`config.mk`:
```
export PLATFORM = sky130hd
export DESIGN_NAME = maze_player_ctrl
export DESIGN_NICKNAME = d
export VERILOG_FILES = /design/src/rtl/maze_pkg.sv /design/src/rtl/btn_dir_sel.sv /design/src/rtl/maze_player_ctrl.sv
export SDC_FILE = /design/constraint.sdc
export NUM_CORES = 1
export LEC_CHECK = 0
export ABC_AREA = 1
export BUFFER_PORTS_ARGS = -buffer_cell sky130_fd_sc_hd__buf_2
export CORE_AREA = 2 2 104 106
export DETAILED_ROUTE_END_ITERATION = 8
export DIE_AREA = 0 0 106 108
export PLACE_DENSITY_LB_ADDON = 0.25
export SLEW_MARGIN = 20
export SYNTH_ARGS = -nofsm -noshare
export SYNTH_HDL_FRONTEND = slang
export SYNTH_SLANG_ARGS = --single-unit
```
`constraint.sdc`:
```
create_clock -name clk -period 3.13 [get_ports clk]
set_input_delay 0.1565 -clock clk [delete_from_list [all_inputs] [get_ports clk]]
set_output_delay 0.1565 -clock clk [all_outputs]
set_load 0.01 [all_outputs]
```
`src/rtl/maze_pkg.sv`:
```
// Shared types and widths for the maze player sequencer.
package maze_pkg;

    localparam int BLOCK_W     = 6;
    localparam int MAZE_ADDR_W = 12;

    typedef enum logic [2:0] {
        IDLE,
        CALC,
        READ,
        CHECK,
        WIN
    } ctrl_state_t;

    typedef enum logic [2:0] {
        DIR_NONE,
        DIR_UP,
        DIR_DOWN,
        DIR_LEFT,
        DIR_RIGHT
    } dir_t;

endpackage

```
`src/rtl/btn_dir_sel.sv`:
```
// Direction button edge detector, priority selector and hold-to-repeat timer.
module btn_dir_sel
    import maze_pkg::*;
#(
    parameter int REPEAT_CYCLES = 5000000
) (
    input  logic clk,
    input  logic rst,
    input  logic up,
    input  logic down,
    input  logic left,
    input  logic right,
    output logic req,
    output dir_t dir
);

    localparam int CW = $clog2(REPEAT_CYCLES);

    logic [3:0]    held, prev, rise, sel;
    logic [CW-1:0] cnt;
    logic          rpt;

    assign held = {up, down, left, right};
    assign rise = held & ~prev;
    // Repeat fires only while one unchanged direction stays held for a full interval.
    assign rpt  = $onehot(held) && (held == prev) && (cnt == CW'(REPEAT_CYCLES - 1));

    always_comb begin
        dir = DIR_NONE;
        sel = (|rise) ? rise : (rpt ? held : 4'b0000);
        if (sel[3])      dir = DIR_UP;
        else if (sel[2]) dir = DIR_DOWN;
        else if (sel[1]) dir = DIR_LEFT;
        else if (sel[0]) dir = DIR_RIGHT;
        req = |sel;
    end

    always_ff @(posedge clk or negedge rst) begin
        if (!rst) begin
            prev <= '0;
            cnt  <= '0;
        end else begin
            prev <= held;
            if (!$onehot(held) || (held != prev) || rpt)
                cnt <= '0;
            else
                cnt <= cnt + CW'(1);
        end
    end

endmodule

```
`src/rtl/maze_player_ctrl.sv`:
```
// Maze game sequencer: direction request -> bounds check -> ROM wall check -> player move.
module maze_player_ctrl
    import maze_pkg::*;
#(
    parameter int          MAZE_COLS     = 40,
    parameter int          MAZE_ROWS     = 30,
    parameter int          START_BCOL    = 1,
    parameter int          START_BROW    = 1,
    parameter int          EXIT_BCOL     = 38,
    parameter int          EXIT_BROW     = 28,
    parameter logic [11:0] WALL_RGB      = 12'h000,
    parameter int          REPEAT_CYCLES = 5000000
) (
    input  logic                   clk,
    input  logic                   rst,
    input  logic                   i_up,
    input  logic                   i_down,
    input  logic                   i_left,
    input  logic                   i_right,
    input  logic                   i_restart,
    output logic                   o_rom_en,
    output logic [MAZE_ADDR_W-1:0] o_rom_addr,
    input  logic [15:0]            i_rom_dout,
    output logic [BLOCK_W-1:0]     o_player_bcol,
    output logic [BLOCK_W-1:0]     o_player_brow,
    output logic [BLOCK_W-1:0]     o_exit_bcol,
    output logic [BLOCK_W-1:0]     o_exit_brow,
    output logic                   o_win,
    output logic [15:0]            o_move_cnt
);

    localparam logic [BLOCK_W:0] ONE = 1;

    ctrl_state_t          state, state_nxt;
    logic                 req;
    dir_t                 dir;
    // Targets carry one extra bit so 0-1 underflow lands out of range.
    logic [BLOCK_W:0]     tcol, trow, tcol_nxt, trow_nxt;
    logic [BLOCK_W-1:0]   pcol, prow;
    logic [11:0]          color;
    logic [15:0]          move_cnt;
    logic                 win, in_bounds, wall_hit, at_exit;
    logic                 unused_dout;

    btn_dir_sel #(.REPEAT_CYCLES(REPEAT_CYCLES)) u_sel (
        .clk   (clk),
        .rst   (rst),
        .up    (i_up),
        .down  (i_down),
        .left  (i_left),
        .right (i_right),
        .req   (req),
        .dir   (dir)
    );

    assign in_bounds   = (tcol < (BLOCK_W+1)'(MAZE_COLS)) && (trow < (BLOCK_W+1)'(MAZE_ROWS));
    assign wall_hit    = (color == WALL_RGB);
    assign at_exit     = (tcol == (BLOCK_W+1)'(EXIT_BCOL)) && (trow == (BLOCK_W+1)'(EXIT_BROW));
    assign unused_dout = ^i_rom_dout[3:0];

    always_comb begin
        tcol_nxt = {1'b0, pcol};
        trow_nxt = {1'b0, prow};
        case (dir)
            DIR_UP:    trow_nxt = {1'b0, prow} - ONE;
            DIR_DOWN:  trow_nxt = {1'b0, prow} + ONE;
            DIR_LEFT:  tcol_nxt = {1'b0, pcol} - ONE;
            DIR_RIGHT: tcol_nxt = {1'b0, pcol} + ONE;
            default: ;
        endcase
    end

    always_comb begin
        state_nxt = state;
        case (state)
            IDLE:    if (req) state_nxt = CALC;
            CALC:    state_nxt = in_bounds ? READ : IDLE;
            READ:    state_nxt = CHECK;
            CHECK:   state_nxt = (!wall_hit && at_exit) ? WIN : IDLE;
            WIN:     state_nxt = WIN;
            default: state_nxt = IDLE;
        endcase
        if (i_restart) state_nxt = IDLE;
    end

    always_ff @(posedge clk or negedge rst) begin
        if (!rst) state <= IDLE;
        else      state <= state_nxt;
    end

    always_ff @(posedge clk or negedge rst) begin
        if (!rst) begin
            tcol     <= '0;
            trow     <= '0;
            color    <= '0;
            pcol     <= BLOCK_W'(START_BCOL);
            prow     <= BLOCK_W'(START_BROW);
            move_cnt <= '0;
            win      <= 1'b0;
        end else if (i_restart) begin
            pcol     <= BLOCK_W'(START_BCOL);
            prow     <= BLOCK_W'(START_BROW);
            move_cnt <= '0;
            win      <= 1'b0;
        end else begin
            if (state == IDLE && req) begin
                tcol <= tcol_nxt;
                trow <= trow_nxt;
            end
            if (state == READ)
                color <= i_rom_dout[15:4];
            if (state == CHECK && !wall_hit) begin
                pcol <= tcol[BLOCK_W-1:0];
                prow <= trow[BLOCK_W-1:0];
                if (move_cnt != 16'hFFFF) move_cnt <= move_cnt + 16'd1;
                if (at_exit) win <= 1'b1;
            end
        end
    end

    assign o_rom_en      = (state == CALC) && in_bounds;
    assign o_rom_addr    = {trow[BLOCK_W-1:0], tcol[BLOCK_W-1:0]};
    assign o_player_bcol = pcol;
    assign o_player_brow = prow;
    assign o_exit_bcol   = BLOCK_W'(EXIT_BCOL);
    assign o_exit_brow   = BLOCK_W'(EXIT_BROW);
    assign o_win         = win;
    assign o_move_cnt    = move_cnt;

endmodule

```
# Word level (Yosys, flattened, before mapping)
# Cells that the tools add are included.
[totals] register_bits=85 inputBits=23 output_inout_bits=54 wordCells=87
[op_classes] addsub=9 order_cmp=2 n_eq_ne=16 muxes=24 bitwise_logic=3 reduce_logical=23
[ops] cell="2-to-1 mux 16 bit" count=3
[ops] cell="one-hot mux 7 bit (2 select lines)" count=2
[ops] cell="2-to-1 mux 6 bit" count=4
[ops] cell="adder 23 x 1 -> 23 bit, second input constant" count=1
[ops] cell="equality test 23 bit, second input constant" count=1
[ops] cell="2-to-1 mux 23 bit" count=1
[ops] cell="2-to-1 mux 3 bit" count=7
[ops] cell="adder 16 x 1 -> 16 bit, second input constant" count=1
[ops] cell="!= test 16 bit, second input constant" count=1
[ops] cell="one-hot mux 3 bit (5 select lines)" count=1
[ops] cell="adder 6 x 1 -> 7 bit, second input constant" count=2
[ops] cell="subtractor 6 x 1 -> 7 bit, second input constant" count=2
[ops] cell="equality test 3 x 2 -> 1 bit, second input constant" count=4
[ops] cell="zero test 12 bit" count=1
[ops] cell="equality test 3 x 1 -> 1 bit, second input constant" count=3
[ops] cell="logical AND 1 bit" count=8
[ops] cell="2-to-1 mux 4 bit" count=2
[ops] cell="AND reduction 2 bit" count=4
[ops] cell="OR reduction 4 bit" count=2
[ops] cell="equality test 7 x 5 -> 1 bit, second input constant" count=1
[ops] cell="equality test 7 x 6 -> 1 bit, second input constant" count=1
[ops] cell="less-than comparator 7 x 5 -> 1 bit, second input constant" count=1
[ops] cell="less-than comparator 7 x 6 -> 1 bit, second input constant" count=1
[ops] cell="equality test 3 bit, second input constant" count=2
[ops] cell="other kinds (14)" count=21

# Depth between registers and ports, before layout
# Gate-level depths: netlist of the first run.
[depth] word_depth=13 mapped_depth=21 ltp_nobuf=21

# By module
# From an unflattened synthesis of the first run, not the netlist that was laid out.
[hier_totals] cells_unflattened=717 area_unflattened_um2=5391.4
[modules_own_cells] mod="maze_player_ctrl" n_inst=1 cells_each=472 area_each_um2=3626.0 seq_area_each_um2=1453.9
[modules_own_cells] mod="btn_dir_sel" n_inst=1 cells_each=245 area_each_um2=1765.4 seq_area_each_um2=675.6

# Least setup slack after synthesis of the first run
# No wires, ideal clock.
[synth_path] path_kind="input -> register" from="in i_up" to="reg tcol[6]" setup_ps=117 arrival_time_ps=3136 required_time_ps=3013 slack_ps=-123 path_stages=19 n_path_buf=1 cell_sequence="ha_1 > ha_1 > fa_1 > nor2_1 > nand3_1 > nor2_1 > nand4_1 > nand2_2 > nor2_2 > buf_6 > nand2_1 > fa_1 > a21oi_1 > o21bai_1 > a21o_1 > a21oi_1 > nand3_1 > nand3_1 > nand2_1"
[synth_via] elab_chain_len=13
[synth_rtl] element="start, declared" line="maze_player_ctrl.sv:16" rtl="input logic i_up,"
[synth_rtl] element="adder 1 x 1 -> 2 bit (not written as such)" line="btn_dir_sel.sv:26" rtl="assign rpt = $onehot(held) && (held == prev) && (cnt == CW'(REPEAT_CYCLES - 1));"
[synth_rtl] element="adder 3 bit (not written as such)" line="btn_dir_sel.sv:26"
[synth_rtl] element="equality test 3 x 1 -> 1 bit" line="btn_dir_sel.sv:26"
[synth_rtl] element="logical AND 1 bit (2 in a row)" line="btn_dir_sel.sv:26"
[synth_rtl] element="2-to-1 mux 4 bit" line="btn_dir_sel.sv:30" rtl="sel = (|rise) ? rise : (rpt ? held : 4'b0000);"
[synth_rtl] element="2-to-1 mux 4 bit *" line="btn_dir_sel.sv:30"
[synth_rtl] element="2-to-1 mux 3 bit" line="btn_dir_sel.sv:34" rtl="else if (sel[0]) dir = DIR_RIGHT;"
[synth_rtl] element="2-to-1 mux 3 bit" line="btn_dir_sel.sv:33" rtl="else if (sel[1]) dir = DIR_LEFT;"
[synth_rtl] element="2-to-1 mux 3 bit" line="btn_dir_sel.sv:32" rtl="else if (sel[2]) dir = DIR_DOWN;"
[synth_rtl] element="2-to-1 mux 3 bit" line="btn_dir_sel.sv:31" rtl="if (sel[3]) dir = DIR_UP;"
[synth_rtl] element="equality test 3 bit / equality test 3 x 2 -> 1 bit (equally long branches)" line="maze_player_ctrl.sv:64" rtl="case (dir)"
[synth_rtl] element="one-hot mux 7 bit (2 select lines)" line="maze_player_ctrl.sv:64"
[synth_rtl] element="end signal, assigned" line="maze_player_ctrl.sv:107" rtl="tcol <= tcol_nxt;"
[synth_rtl] element="end, declared" line="maze_player_ctrl.sv:38" rtl="logic [BLOCK_W:0] tcol, trow, tcol_nxt, trow_nxt;"
# Every way passes the cells marked *; elsewhere a longest branch is shown, timed or not.
# A chain may end at the register's enable or synchronous reset.

# Worst setup path after layout of the first run
# Same ends and word-level chain as after synthesis.

==> impl_summary.log, run 1 <==
INFO  metric routed-via-count = 4293
INFO  metric cp-start-kind = input port
INFO  metric relSlewSlack = 0.485
INFO  metric final_min_period_over_clock_period = 0.964
INFO  metric worst-endpoint-arrival = 3260 ps
INFO  metric maxCapViolations = 0
INFO  metric floorplan.die.width = 106 um
INFO  metric htreeDepth = 3
INFO  metric whs = 38.4 ps
INFO  metric numPlacedInstances = 808
INFO  metric tritoncts = built
INFO  metric power_leakage = 2.83 nW
INFO  metric synth_top_area_frac = 0.410
INFO  metric crit_fanout = 6
INFO  metric timing.final.hold_violations = 0
INFO  metric worstMarginPinSlew = 773 ps
INFO  metric grt_pass1_wl = 19200 um
INFO  metric design.die.area = 11400 um^2
INFO  metric synth.yosys.seq_area_share = 0.420
INFO  metric cp.required = 3370 ps
INFO  metric run_status = finished clean
INFO  metric slew_viol_final = 0
INFO  metric syn_avg_cell_area = 8.23 um^2
INFO  metric numPortBuffers = 60
INFO  metric yosys_register_bits = 85
INFO  metric setup_viol_count_final = 0
INFO  metric design.final.nets = 733
INFO  metric clk_path_buf_depth = 2
INFO  metric maxClockFrequency = 331 MHz
INFO  metric finalWirelength = 11600 um
INFO  metric worst-setup-path-type = in -> reg
INFO  metric n_antenna_cell = 0
INFO  metric wire_per_inst = 14.0 um
INFO  metric core.rowCount = 37
INFO  metric fraction_of_layout_instances_using_a_drive_strength_above_1 = 0.222
INFO  metric synth_warnings = 0
INFO  metric hold_class = in -> reg
INFO  metric place.gp.congestion = 0.892
INFO  metric detail-route-antenna-nets = 0
INFO  metric post-route-min-period = 3020 ps
INFO  metric track_usage = 0.209
INFO  metric grt_remaining_overflow = 0
INFO  metric core = 10200 um^2
INFO  metric boundaryPins = 77
INFO  metric post_synth_instance_area = 5070 um^2
INFO  metric post-route-drc-count = 0
INFO  metric synthesis.instances = 616
INFO  metric via_count_of_the_first_global_routing_pass = 4234
INFO  metric timing.clock.skew = 14.7 ps
INFO  metric grt_max_degree = 86
INFO  metric max-vdd-ir-drop = 0.352 mV
INFO  metric worst_slack = 112 ps
INFO  metric drtIter0Drc = 222
INFO  metric multi_input_area = 2550 um^2
INFO  metric placedInstanceArea = 5490 um^2
INFO  metric route.detailed.vias_per_inst = 5.18
INFO  metric hpwl = 8360 um
INFO  metric cts_num_sinks = 85
INFO  metric floorplan.initialDensity = 0.495
INFO  metric end_kind = flop
INFO  metric layout.filler_cells = 932
INFO  metric powerDensity = 462 nW/um^2
INFO  metric total_area_of_sequential_cells = 2130 um^2
INFO  metric buffer_cell_driving_the_clock_tree_root = clkbuf_8
INFO  metric preCtsSetupSlack = -357 ps
INFO  metric path_clk_slew = 90 ps
INFO  metric area_growth_syn_to_layout = 15.3%
INFO  metric synthDistinctLibCells = 44
INFO  metric post-layout-total-power = 0.00270 W
INFO  metric cts_made_buffers = 9
INFO  metric library_cell_with_the_largest_summed_area_after_synthesis = dfrtp_1
INFO  metric die_height = 108 um
INFO  metric synthTopCellsByArea = dfrtp_1 (41%), nand2_1 (10%), inv_1 (4.9%)
INFO  metric finalNonFillerCells = 829
INFO  metric total_iterations_of_the_first_detailed_routing_run = 4
INFO  metric insertion_delay = 350 ps
INFO  metric initial_antenna_violation_count = 0
INFO  metric stdcell_area = 5840 um^2
cell type report:
| type | instances | share of cell area |
|---|---|---|
| sequential | 85 | 0.364 |
| timing repair buffer | 86 | 0.0863 |
| clock inverter | 3 | 0.0118 |
| multi-input combinational | 437 | 0.436 |
| inverter | 69 | 0.0452 |
| tap | 136 | 0.0291 |
| clock buffer | 13 | 0.0272 |
cell usage after synthesis:
library cell	instances
nand2_1	138
dfrtp_1	83
inv_1	66
nor2_1	61
nand3_1	34
buf_4	24
o21ai_0	21
a21oi_1	20
ha_1	19
nor3_1	18
nand4_1	17
xor2_1	15
mux2_2	12
nor4_1	9
nor2_2	7
o31ai_1	7
buf_2	6
a22o_1	5
nand2_2	4
o21ai_1	4
o21bai_1	4
xnor2_1	4
buf_6	3
fa_1	3
nand2_4	3
o21a_1	3
a21o_1	2
a31oi_1	2
conb_1	2
dfstp_2	2
inv_2	2
nor3b_1	2
o21ai_2	2
or2_2	2
a211oi_1	1
and2_1	1
buf_8	1
clkbuf_1	1
clkinv_4	1
nand2_8	1
nand3_2	1
nor3_2	1
nor4_4	1
o2111a_1	1
worst paths after layout:
check	from	to	slack (ps)	cells after the start
min in group asynchronous	rst	u_sel.prev[0]	400	2
setup reg to reg	u_sel.cnt[0]	tcol[6]	150	18
setup / recovery	i_up	tcol[6]	110	20
hold / removal	i_rom_dout[11]	color[7]	40	2
hold reg to reg	trow[6]	trow[6]	490	2
max in group asynchronous	rst	u_sel.cnt[1]	2170	2
state kept, by name, indices dropped and copies added, names as in the netlist:
signal / cells
o_player_brow: 6
state: 3
u_sel.prev: 4
trow: 7
o_win: 1
color: 12
u_sel.cnt: 23
o_move_cnt: 16
tcol: 7
o_player_bcol: 6
placed cells by master, fill, tap and decap left out, drive strengths merged, types with 7 or more instances in the layout:
master,count
nor2,68
xor2,15
mux2,12
inv,68
nor3,19
nand3,35
conb,12
o31ai,7
ha,19
nand2,146
a21oi,20
nor4,10
clkbuf,13
dfrtp,83
buf,85
nand4,17
o21ai,27
metal layers:
metal	share of wire	wire, um	vias up	GRT usage
met4	0.015	178	0	0.0630
li1	-	-	2126	-
met5	0	0	-	0
met3	0.037	427	17	0.0392
met2	0.48	5570	93	0.356
met1	0.47	5400	2057	0.273
where the power goes:
part           switching (W)  internal [W]  total, W  leakage, nW
Clock               0.000395      0.000496  0.000891        0.114
Combinational       0.000277      0.000220  0.000497         1.58
Sequential         0.0000859       0.00122   0.00131         1.14
critical path, stage by stage:
cell and delay [ps]:
buf_2 120, ha_4 230, ha_2 180, fa_1 460, nor2_2 110, nand3_2 100
nor2_4 120, nand4_1 120, nand2_2 120, inv_2 50, nor2_4 130, nand2_4 90
fa_2 410, a21oi_2 140, o21bai_1 100, a21o_1 200, a21oi_2 140, nand3_1 80
nand3_1 120, nand2_1 60
cell families (layout without fill, tap and decap cells):
kind of cell               Yosys count  after routing  share of synthesized area
AOI/OAI and AO/OA                   72             72                     0.0864
xor gates and xnor gates            19             19                     0.0328
adders and majority gates           22             22                     0.0588
buffers and inverters              104            171                      0.104
DFF                                 85             85                      0.420
muxes                               12             12                     0.0267
other                                2             12                    0.00148
and+or+nand+nor                    300            300                      0.270
stage by stage:
stage | setup TNS [ps] | util
after floorplan | 0 | -
after global placement | -1260 | 0.537
after detailed placement | -2380 | 0.537
after CTS | 0 | 0.559
after global routing | -47.2 | 0.571
final | 0 | 0.571
repair_timing:
item / in CTS / in global routing
hold endpoints to repair: 0 / 83
resized for setup: 0 / 16
setup endpoints to repair: 0 / 9
setup buffers: 0 / 4
hold buffers: 0 / 1
(Power assumes the default switching activity.)
==> run 2: changes to the inputs <==
--- a/config.mk
+++ b/config.mk
@@ -7,9 +7,9 @@
 export LEC_CHECK = 0
 export ABC_AREA = 1
 export BUFFER_PORTS_ARGS = -buffer_cell sky130_fd_sc_hd__buf_2
-export CORE_AREA = 2 2 104 106
+export CORE_AREA = 2 2 133 135
 export DETAILED_ROUTE_END_ITERATION = 8
-export DIE_AREA = 0 0 106 108
+export DIE_AREA = 0 0 135 137
 export PLACE_DENSITY_LB_ADDON = 0.25
 export SLEW_MARGIN = 20
 export SYNTH_ARGS = -nofsm -noshare
==> impl_summary.log, run 2 (synthesis results as in run 1) <==
INFO  metric core = 17100 um^2
INFO  metric numPlacedInstances = 897
INFO  metric routed-via-count = 4247
INFO  metric cts_num_sinks = 85
INFO  metric numPortBuffers = 60
INFO  metric insertion_delay = 340 ps
INFO  metric relSlewSlack = 0.492
INFO  metric max-vdd-ir-drop = 0.326 mV
INFO  metric hold_class = in -> reg
INFO  metric track_usage = 0.138
INFO  metric largest_register_ffs = 23
INFO  metric worst-setup-path-type = in -> reg
INFO  metric grt_setup_unrepaired = yes
INFO  metric path_cells = buf_2 > ha_1 > ha_1 > fa_1 > nor2_1 > nand3_1 > nor2_2 > buf_4 > buf_4 > nand4_1 > nand2_2 > nor2_4 > nand2_4 > ha_1 > a21oi_1 > o21bai_1 > a21o_1 > a21oi_2 > nand3_1 > nand3_1 > nand2_1
INFO  metric worstReg2RegEnd = tcol[6]
INFO  metric n_antenna_cell = 0
INFO  metric via_count_of_the_first_global_routing_pass = 4157
INFO  metric htreeDepth = 3
INFO  metric design.final.nets = 730
INFO  metric wire_per_inst = 13.1 um
INFO  metric postLayoutCoreUtil = 0.352
INFO  metric buffer_cell_driving_the_clock_tree_root = clkbuf_16
INFO  metric power_report.internal_total = 0.00228 W
INFO  metric core.rowCount = 48
INFO  metric grt_max_degree = 81
INFO  metric final_min_period_over_clock_period = 0.938
INFO  metric fraction_of_layout_instances_using_a_drive_strength_above_1 = 0.206
INFO  metric drtIter0Drc = 197
INFO  metric place.gp.congestion = 0.842
INFO  metric die_height = 137 um
INFO  metric maxCapViolations = 0
INFO  metric initial_antenna_violation_count = 0
INFO  metric crit_path_max_incr_delay = 420 ps
INFO  metric boundaryPins = 77
INFO  metric worstMarginPinSlew = 759 ps
INFO  metric cp.required = 3370 ps
INFO  metric setup_viol_count_final = 0
INFO  metric cp-startpoint = i_up
INFO  metric grt_remaining_overflow = 0
INFO  metric floorplan.initialDensity = 0.297
INFO  metric power_leakage = 2.88 nW
INFO  metric critPathCapture = tcol[6]
INFO  metric post-route-drc-count = 0
INFO  metric hpwl = 8980 um
INFO  metric slew_viol_final = 0
INFO  metric path_clk_slew = 60 ps
INFO  metric total_iterations_of_the_first_detailed_routing_run = 5
INFO  metric detail-route-antenna-nets = 0
INFO  metric finalWirelength = 12000 um
INFO  metric route.detailed.vias_per_inst = 4.64
INFO  metric cp_num_cells = 21
INFO  metric worst_slack = 194 ps
INFO  metric slowest_stage = fa_1
INFO  metric seq_pwr_share = 0.427
INFO  metric clk_path_buf_depth = 2
INFO  metric design.die.area = 18500 um^2
INFO  metric floorplan.die.width = 135 um
INFO  metric worst-endpoint-arrival = 3170 ps
INFO  metric final_common_cell = nand2_1
INFO  metric finalNonFillerCells = 915
INFO  metric preCtsSetupSlack = -240 ps
INFO  metric timing.final.hold_violations = 0
INFO  metric crit_fanout = 7
INFO  metric whs = 44.4 ps
INFO  metric tritoncts = built
INFO  metric layout.filler_cells = 1797
INFO  metric largest_register = u_sel.cnt
INFO  metric powerDensity = 511 nW/um^2
INFO  metric post-route-min-period = 2940 ps
INFO  metric stdcell_area = 6000 um^2
INFO  metric startpoint_of_the_lowest_slack_register_to_register_path = u_sel.cnt[0]
INFO  metric switching_share = 0.255
INFO  metric layout.cells.most_common_list = nand2_1 (136), dfrtp_1 (83), inv_1 (66), nor2_1 (59), buf_2 (59)
INFO  metric end_kind = flop
INFO  metric cts_made_buffers = 9
INFO  metric p_comb_frac = 0.159
INFO  metric cp-start-kind = input port
INFO  metric run_status = finished clean
INFO  metric net-switching-power = 0.000782 W
INFO  metric worst-r2r-cell-count = 18
INFO  metric worst_path_dominant_cell_family = adder cells
INFO  metric placedInstanceArea = 5600 um^2
INFO  metric grt_pass1_wl = 20200 um
INFO  metric critical_path.n_buffers_inverters = 3
INFO  metric r2r_setup_slack = 290 ps
INFO  metric area_growth_syn_to_layout = 18.4%
INFO  metric maxClockFrequency = 341 MHz
INFO  metric power.share.clock = 0.414
INFO  metric timing.clock.skew = 11.4 ps
==> run 2: cell types whose count changed in the layout (fill, tap and decap cells not counted), sizes merged <==
cell and delta:
bufinv +1, buf -3, clkinv -1
==> run 2: metal layers <==
layer | vias to the layer above | wire (um) | part of all wire | global-route usage
li1 | 2120 | - | - | -
met1 | 2023 | 5500 | 0.46 | 0.178
met2 | 94 | 5840 | 0.49 | 0.233
met3 | 10 | 523 | 0.044 | 0.0315
met4 | 0 | 150 | 0.012 | 0.0382
met5 | - | 0 | 0 | 0
==> run 2: power by group through the flow <==
stage / registers [W] / logic, W / clock network, W
final: 0.00131 / 0.000487 / 0.00127
after global routing: 0.00133 / 0.000555 / 0.00136
after floorplan: 0.00131 / 0.000385 / 0
after CTS: 0.00131 / 0.000491 / 0.00131
after detailed placement: 0.00133 / 0.000490 / 0
after global placement: 0.00132 / 0.000479 / 0
==> run 2: how the worst min path moves through the flow <==
stage / startpoint / end / slack [ps] / cells after the start
3_5_place_dp: rst / o_player_brow[4] / 390 / 1
5_1_grt: i_up / u_sel.prev[3] / 30 / 2
2_1_floorplan: rst / color[0] / -140 / 0
3_3_place_gp: rst / o_player_brow[4] / 390 / 1
6_report: i_up / u_sel.prev[3] / 40 / 2
4_1_cts: rst / o_player_brow[4] / 20 / 1
==> run 2: per-stage QoR <==
step | TNS [ps] | power (W)
2_1_floorplan | 0 | 0.00169
3_3_place_gp | -692 | 0.00180
3_5_place_dp | -1170 | 0.00182
4_1_cts | 0 | 0.00311
5_1_grt | -51.9 | 0.00324
6_report | 0 | 0.00307
==> run 2: layout make-up <==
type,instances,area [um^2],share of cell area
clock buffer,13,270,0.0450
clock inverter,3,90.1,0.0150
inverter,69,264,0.0440
multi-input combinational,437,2490,0.414
sequential,85,2130,0.355
tap,225,282,0.0469
timing repair buffer,83,482,0.0802
==> run 2: what timing repair did <==
item	4_1_cts	5_1_grt
buffers inserted	0	1
resized for setup	0	5
setup endpoints to repair	0	7
hold endpoints to repair	0	78
hold buffers	0	1
==> run 2: worst reg2reg max path: stages, from the launching register on <==
cell and delay [ps]:
dfrtp_1 380, ha_1 210, nand2_1 90, nor2_2 140, nand3_1 130, nor2_4 160, nand4_1 100, nand2_1 100
inv_1 80, nor2_4 130, nand2_4 90, fa_2 350, a21oi_1 130, o21bai_1 90, a21o_1 180, a21oi_2 150
nand3_1 90, nand3_1 90, nand2_1 50
